--- src/rtl/cam_axis_bridge.sv ---
// Camera parallel (fv/lv/data) to AXI4-Stream video bridge.
// One-entry staging register lets tlast mark the real last pixel of each line;
// a power-of-two FIFO absorbs tready backpressure.
`timescale 1ns/1ps
module cam_axis_bridge #(
    parameter int unsigned DATA_W     = 16,
    parameter int unsigned WIDTH      = 640,
    parameter int unsigned HEIGHT     = 480,
    parameter int unsigned FIFO_DEPTH = 16
) (
    input  logic              pclk,
    input  logic              reset,
    input  logic              fv,
    input  logic              lv,
    input  logic [DATA_W-1:0] d_in,
    output logic [DATA_W-1:0] m_axis_tdata,
    output logic              m_axis_tvalid,
    input  logic              m_axis_tready,
    output logic              m_axis_tuser,
    output logic              m_axis_tlast,
    output logic              frame_done,
    output logic              line_len_err,
    output logic              frame_len_err,
    output logic              overflow
);

    localparam int unsigned AW = $clog2(FIFO_DEPTH);
    localparam int unsigned EW = DATA_W + 2;
    localparam logic [15:0] WidthC  = 16'(WIDTH);
    localparam logic [15:0] HeightC = 16'(HEIGHT);
    localparam logic [AW:0] PtrOne  = (AW+1)'(1);

    typedef enum logic [1:0] {StArm, StWaitSof, StActive, StDrop} state_e;

    state_e state_q, state_d;

    // Stage 0 input registers and their previous values for edge detection
    logic              fv_q, fv_p_q, lv_q, lv_p_q;
    logic [DATA_W-1:0] d_q;
    logic              lv_eff, pix, fv_rise, fv_fall, lv_fall;

    logic              sof_q, sof_d;
    logic              stage_valid_q, stage_valid_d;
    logic              stage_user_q, stage_user_d;
    logic [DATA_W-1:0] stage_data_q, stage_data_d;
    logic [15:0]       col_q, col_d, row_q, row_d;
    logic              done_q, done_d, lerr_q, lerr_d, ferr_q, ferr_d, ovf_q, ovf_d;

    logic [AW:0]       wr_ptr_q, rd_ptr_q;
    logic [EW-1:0]     mem_q [FIFO_DEPTH];
    logic              full, empty, pop, wr_req, wr_en;
    logic [EW-1:0]     wr_entry, head;

    // lv only counts while fv is high, so an fv fall also acts as an lv fall
    assign lv_eff  = fv_q & lv_q;
    assign pix     = lv_eff;
    assign fv_rise = fv_q & ~fv_p_q;
    assign fv_fall = ~fv_q & fv_p_q;
    assign lv_fall = lv_p_q & ~lv_eff;

    assign empty = (wr_ptr_q == rd_ptr_q);
    assign full  = (wr_ptr_q[AW] != rd_ptr_q[AW]) && (wr_ptr_q[AW-1:0] == rd_ptr_q[AW-1:0]);
    assign pop   = ~empty & m_axis_tready;
    assign wr_en = wr_req & (~full | pop);
    assign head  = mem_q[rd_ptr_q[AW-1:0]];

    // fv resets high so ARM cannot mistake the post-reset sample for a real fv rise
    always_ff @(posedge pclk) begin
        if (reset) begin
            fv_q   <= 1'b1;
            fv_p_q <= 1'b1;
            lv_q   <= 1'b0;
            lv_p_q <= 1'b0;
            d_q    <= '0;
        end else begin
            fv_q   <= fv;
            fv_p_q <= fv_q;
            lv_q   <= lv;
            lv_p_q <= lv_eff;
            d_q    <= d_in;
        end
    end

    // Capture FSM, staging, counters and error detection
    always_comb begin
        state_d       = state_q;
        sof_d         = sof_q;
        stage_valid_d = stage_valid_q;
        stage_user_d  = stage_user_q;
        stage_data_d  = stage_data_q;
        col_d         = col_q;
        row_d         = row_q;
        done_d        = 1'b0;
        lerr_d        = 1'b0;
        ferr_d        = 1'b0;
        ovf_d         = ovf_q;
        wr_req        = 1'b0;
        wr_entry      = {stage_user_q, 1'b0, stage_data_q};
        unique case (state_q)
            StArm: begin
                if (!fv_q) state_d = StWaitSof;
            end
            StWaitSof: begin
                if (fv_rise) begin
                    state_d       = StActive;
                    sof_d         = 1'b1;
                    col_d         = '0;
                    row_d         = '0;
                    stage_valid_d = 1'b0;
                end
            end
            StActive: begin
                if (pix) begin
                    wr_req        = stage_valid_q;
                    stage_valid_d = 1'b1;
                    stage_data_d  = d_q;
                    stage_user_d  = sof_q;
                    sof_d         = 1'b0;
                    if (col_q != 16'hFFFF) col_d = col_q + 16'd1;
                end
                if (lv_fall) begin
                    wr_req        = stage_valid_q;
                    wr_entry      = {stage_user_q, 1'b1, stage_data_q};
                    stage_valid_d = 1'b0;
                    lerr_d        = (col_q != WidthC);
                    col_d         = '0;
                    if (row_q != 16'hFFFF) row_d = row_q + 16'd1;
                end
                if (fv_fall) begin
                    done_d  = 1'b1;
                    ferr_d  = (row_d != HeightC);
                    state_d = StWaitSof;
                end
                // Lost pixel: abandon the rest of this frame
                if (wr_req && full && !pop) begin
                    ovf_d         = 1'b1;
                    state_d       = StDrop;
                    stage_valid_d = 1'b0;
                    done_d        = 1'b0;
                    ferr_d        = 1'b0;
                end
            end
            StDrop: begin
                if (!fv_q) state_d = StWaitSof;
            end
            default: state_d = StArm;
        endcase
    end

    // Control state registers
    always_ff @(posedge pclk) begin
        if (reset) begin
            state_q       <= StArm;
            sof_q         <= 1'b0;
            stage_valid_q <= 1'b0;
            stage_user_q  <= 1'b0;
            stage_data_q  <= '0;
            col_q         <= '0;
            row_q         <= '0;
            done_q        <= 1'b0;
            lerr_q        <= 1'b0;
            ferr_q        <= 1'b0;
            ovf_q         <= 1'b0;
        end else begin
            state_q       <= state_d;
            sof_q         <= sof_d;
            stage_valid_q <= stage_valid_d;
            stage_user_q  <= stage_user_d;
            stage_data_q  <= stage_data_d;
            col_q         <= col_d;
            row_q         <= row_d;
            done_q        <= done_d;
            lerr_q        <= lerr_d;
            ferr_q        <= ferr_d;
            ovf_q         <= ovf_d;
        end
    end

    // FIFO pointers; the extra MSB distinguishes full from empty
    always_ff @(posedge pclk) begin
        if (reset) begin
            wr_ptr_q <= '0;
            rd_ptr_q <= '0;
        end else begin
            if (wr_en) wr_ptr_q <= wr_ptr_q + PtrOne;
            if (pop)   rd_ptr_q <= rd_ptr_q + PtrOne;
        end
    end

    // FIFO storage; contents are don't-care while the pointers say empty
    always_ff @(posedge pclk) begin
        if (wr_en) mem_q[wr_ptr_q[AW-1:0]] <= wr_entry;
    end

    assign m_axis_tvalid = ~empty;
    assign {m_axis_tuser, m_axis_tlast, m_axis_tdata} = empty ? '0 : head;
    assign frame_done    = done_q;
    assign line_len_err  = lerr_q;
    assign frame_len_err = ferr_q;
    assign overflow      = ovf_q;

endmodule

--- config.mk ---
export PLATFORM = sky130hd
export DESIGN_NAME = cam_axis_bridge
export DESIGN_NICKNAME = d
export VERILOG_FILES = /design/src/rtl/cam_axis_bridge.sv
export SDC_FILE = /design/constraint.sdc
export NUM_CORES = 1
export LEC_CHECK = 0
export ABC_CLOCK_PERIOD_IN_PS = 3500
export CORE_ASPECT_RATIO = 0.7
export CORE_MARGIN = 2
export CORE_UTILIZATION = 60
export CTS_BUF_LIST = sky130_fd_sc_hd__clkbuf_4 sky130_fd_sc_hd__clkbuf_8
export DETAILED_ROUTE_END_ITERATION = 7
export GPL_TIMING_DRIVEN = 1
export PLACE_DENSITY_LB_ADDON = 0.1
export SKIP_CTS_REPAIR_TIMING = 1
export SLEW_MARGIN = 20
export SYNTH_ARGS = -nofsm -noshare
export SYNTH_HDL_FRONTEND = slang
export SYNTH_SLANG_ARGS = --single-unit
--- constraint.sdc ---
create_clock -name pclk -period 3.5 [get_ports pclk]
set_clock_uncertainty 0.2 [all_clocks]
set_input_delay 0.35 -clock pclk [delete_from_list [all_inputs] [get_ports pclk]]
set_output_delay 0.35 -clock pclk [all_outputs]
set_load 0.005 [all_outputs]
==> results.txt <==
----------------------------------------------------
[Timing]
  Setup total negative slack ... 0 ns
  Worst Tran Pin Value ... 1.02 ns
  Share of the clock period used by the worst path after layout ... a little over nine tenths
  Setup Viol. Count Final ... 0
  Unrepaired setup endpoints after global routing ... true
  Final slew viol count ... 0
  Slew HR ... about a third
  Post-Route Hold Slack ... ~0.14 ns
  Minimum clock period after layout ... between 3 and 4 ns
  Highest achievable clock rate ... 289 MHz
  Hold violation total from the final report ... 0

[Finish]
  Filler cell count in the final layout ... 1525
  Fraction of layout instances using a drive strength above 1 ... 24.5%
  Post-route non-filler standard cell count ... around 1400
  Sequential Area ... 10500 um2
  Antenna diodes ... 0
  Growth of design area from synthesis to finish ... 15.4%
  Combined area of the multi-input logic cells ... approximately 4400 um2
  Final net count ... roughly 1100

[Logic synthesis]
  Post-synth design cell area ... 15100 um2
  Yosys synthesis warning count ... 0
  Number of instances in the synthesized netlist ... roughly 920
  Number of synthesized flops with an enable pin ... ~290
  Area share of the largest cell type after synthesis ... 57.2%
  Average cell area after synthesis ... ~16 um2
  Primary FF master, synth ... edfxtp_1
  Proportion of synthesized flip-flops having asynchronous set or reset ... 0%
  Synthesized flop and latch total ... roughly 380
  Biggest area contributors in the synthesized netlist ... edfxtp_1, mux4_2, dfxtp_1
  Sequential area share after synthesis ... slightly below 70%
  Nets in the synthesized netlist ... about 960
  Yosys top cell by area ... edfxtp_1
  Post-synth cell types ... 56

[Detailed routing]
  Vias per cell ... 6.20
  Remaining routing DRC violations ... 0
  Via count of the routed design ... slightly below 9000
  WL per Instance ... around 24 um
  Remaining antenna violation count ... 0
  First DRT Iteration DRCs ... around 1100
  Total iterations of the first detailed-routing run ... 5
  Total length of routed wires ... 33500 um

[Critical path]
  Slowest stage cell on the critical path ... mux4_2
  Critical Path Fanout Max ... 6
  Worst Path Arrival ... ~2.9 ns
  Critical path startpoint category ... flop
  Worst EP required ... 2.95 ns
  Type of the worst setup path ... flop to output port
  CP peak stage delay ... around 0.54 ns
  Cells along the critical path ... buf_6 -> buf_6 -> mux4_2 -> mux4_2 -> and2_1 -> clkdlybuf4s50_1
  Critical Path End Type ... output port
  Worst-case register-to-register setup slack ... approximately 0.59 ns

[CTS]
  TritonCTS clock tree ... done
  Worst-case clock buffer depth ... 3
  TritonCTS buffer count ... 53
  Clock latency reported for the late side of the worst-skew pair ... ~0.56 ns
  H-tree depth reported by CTS ... 2
  Clk Tree Root Cell ... clkbuf_8
  Clock Sinks ... between 300 and 400
  Clock Pin Slew Worst Setup and Hold Paths ... ~0.060 ns

[Status]
  Run status ... finished, final reports clean

[Placed design]
  Placed wire-length estimate ... slightly below 20000 um
  Final RePlAce weighted congestion ... 0.804
  Placed Cells ... 1281
  Port buffer count ... 43

[Pwr]
  Leak ... between 5 and 6 nW
  Pwr per Cell Area ... around 500 nW/um2
  PnR Total Power ... between 8 and 9 mW
  Maximum VDD drop ... between 200 and 300 uV

[Floorplan]
  Initial Utilization ... ~61%
  I/O Pins ... 44
  Y dimension of the die ... 137 um
  Row cnt ... between 40 and 50
  Horizontal die dimension ... between 150 and 200 um
  Std-Cell Core Area ... ~25000 um2
  Die area ... 26500 um2

[Global route]
  Number of global-route vias before repair ... about 8300
  Largest net degree at the start of global routing ... 73
  Wire length of the first global-routing pass ... 49300 um
  Global Route Usage Sum ... 25.0%
  Antenna violations before repair ... 0
  Total congestion overflow after global routing ... 0

[Flow run]
  Count of max-cap constraint violations ... 0

[Worst hold path]
  Worst hold-check path type ... primary input to flop

----------------------------------------------------
==> cells in the final DEF, fill, tap and decap left out, types with 3 or more instances in the layout <==
cell type        count
a211oi_1             5
a21oi_1             39
a22oi_1              3
a311oi_1             5
a31oi_1              6
and2_1              26
and3_1              12
and4_1               5
buf_12               3
buf_4               37
buf_6                4
clkbuf_16            5
clkbuf_4            21
clkbuf_8            59
clkdlybuf4s50_1     42
clkinv_1            10
clkinv_2             5
dfxtp_1             89
edfxtp_1           288
ha_1                10
inv_1               12
mux2i_1              4
mux4_2              90
nand2_1             67
nand2b_1             4
nand3_1             20
nand4_1             15
nor2_1              57
nor2_2              11
nor2b_1             19
nor3_1               9
nor3_2               4
nor4_1               3
o21ai_0              8
xnor2_1              5
xor2_1              26
==> final timing paths <==
| check | from | end | cells past startpoint |
|---|---|---|---|
| setup / recovery | flop | m_axis_tdata[7] | 6 |
| hold / removal | d_in[12] | d_q[12]$_SDFF_PP0_ | 2 |
| setup reg to reg | wr_ptr_q[2]$_SDFFE_PP0P_ | mem_q[9][12]$_DFFE_PP_ | 6 |
| hold reg to reg | d_q[3]$_SDFF_PP0_ | stage_data_q[3]$_SDFFE_PP0P_ | 2 |
==> metal layers <==
layer  vias to the layer above  wire [um]  track usage (%)
li1                       3783          -                -
met1                      4380      14200             36.9
met2                       422      15800             38.9
met3                        60       2940             5.25
met4                         0        477             5.64
met5                         -          0                0
==> Yosys cell counts, types with 2 or more instances <==
master / n
nand2_1: 67
nor2b_1: 19
dfxtp_1: 91
a211oi_1: 5
and4_1: 5
xnor2_1: 5
clkbuf_1: 30
nor4_1: 3
xor2_1: 26
nand2b_1: 4
o21ai_0: 8
o21ai_1: 2
a311oi_1: 5
nor2_1: 68
nor4_4: 2
ha_1: 10
a21oi_2: 2
edfxtp_1: 288
or2_2: 2
and3_1: 12
o211ai_1: 2
a21oi_1: 39
nor3_1: 13
inv_1: 12
nor4b_1: 2
mux4_2: 90
mux2i_1: 4
a21o_1: 2
buf_2: 14
nand4_1: 15
a31oi_1: 6
and2_1: 26
nand3_1: 20
a22oi_1: 3
==> registers in the layout, indices dropped and copies added (netlist names), named ones only <==
signal,count
mem_q,288
col_q,16
d_q,16
row_q,16
stage_data_q,16
rd_ptr_q,5
wr_ptr_q,5
state_q,2
frame_done,1
frame_len_err,1
fv_p_q,1
fv_q,1
line_len_err,1
lv_p_q,1
lv_q,1
overflow,1
sof_q,1
stage_user_q,1
stage_valid_q,1
==> cells by family after synthesis <==
| kind of cell | after synthesis | share of synthesized area, % |
|---|---|---|
| DFF | 379 | 69.3 |
| and+or+nand+nor | 265 | 8.97 |
| muxes | 95 | 13.8 |
| AOI/OAI and AO/OA | 86 | 3.69 |
| buffers and inverters | 58 | 1.63 |
| xor gates and xnor gates | 31 | 1.80 |
| adders and majority gates | 10 | 0.828 |
==> where the power goes <==
group	leakage [nW]	switching (mW)	internal, mW
Clock	0.570	1.57	1.84
Sequential	3.42	0.0455	4.83
Combinational	1.79	0.332	0.155
Total	5.77	1.95	6.83
==> worst max-delay path: cells and delay by family, from the launching register on <==
kind	cells	cell delay, ns
muxes	2	1.00
and+or+nand+nor	1	0.17
buffers and inverters	3	0.79
DFF	1	0.38
==> layout make-up <==
type	count	area share, %
Timing Repair Buffer	94	5.67
Sequential cell	379	60.1
Multi-Input combinational cell	487	25.5
Clock inverter	18	0.617
Clock buffer	80	5.56
Tap cell	325	2.33
Inverter	12	0.258
==> metrics by stage <==
step | setup WS (ns) | cell area (um2) | util [%]
detailed placement | 0.417 | 16100 | 65.2
global route | -0.0259 | 17400 | 70.6
global placement | 0.436 | 16100 | 65.2
finish | 0.0442 | 17400 | 70.6
CTS | -0.201 | 17200 | 69.6
floorplan | 0.323 | 15100 | -
Power figures use the tool's default switching activity.
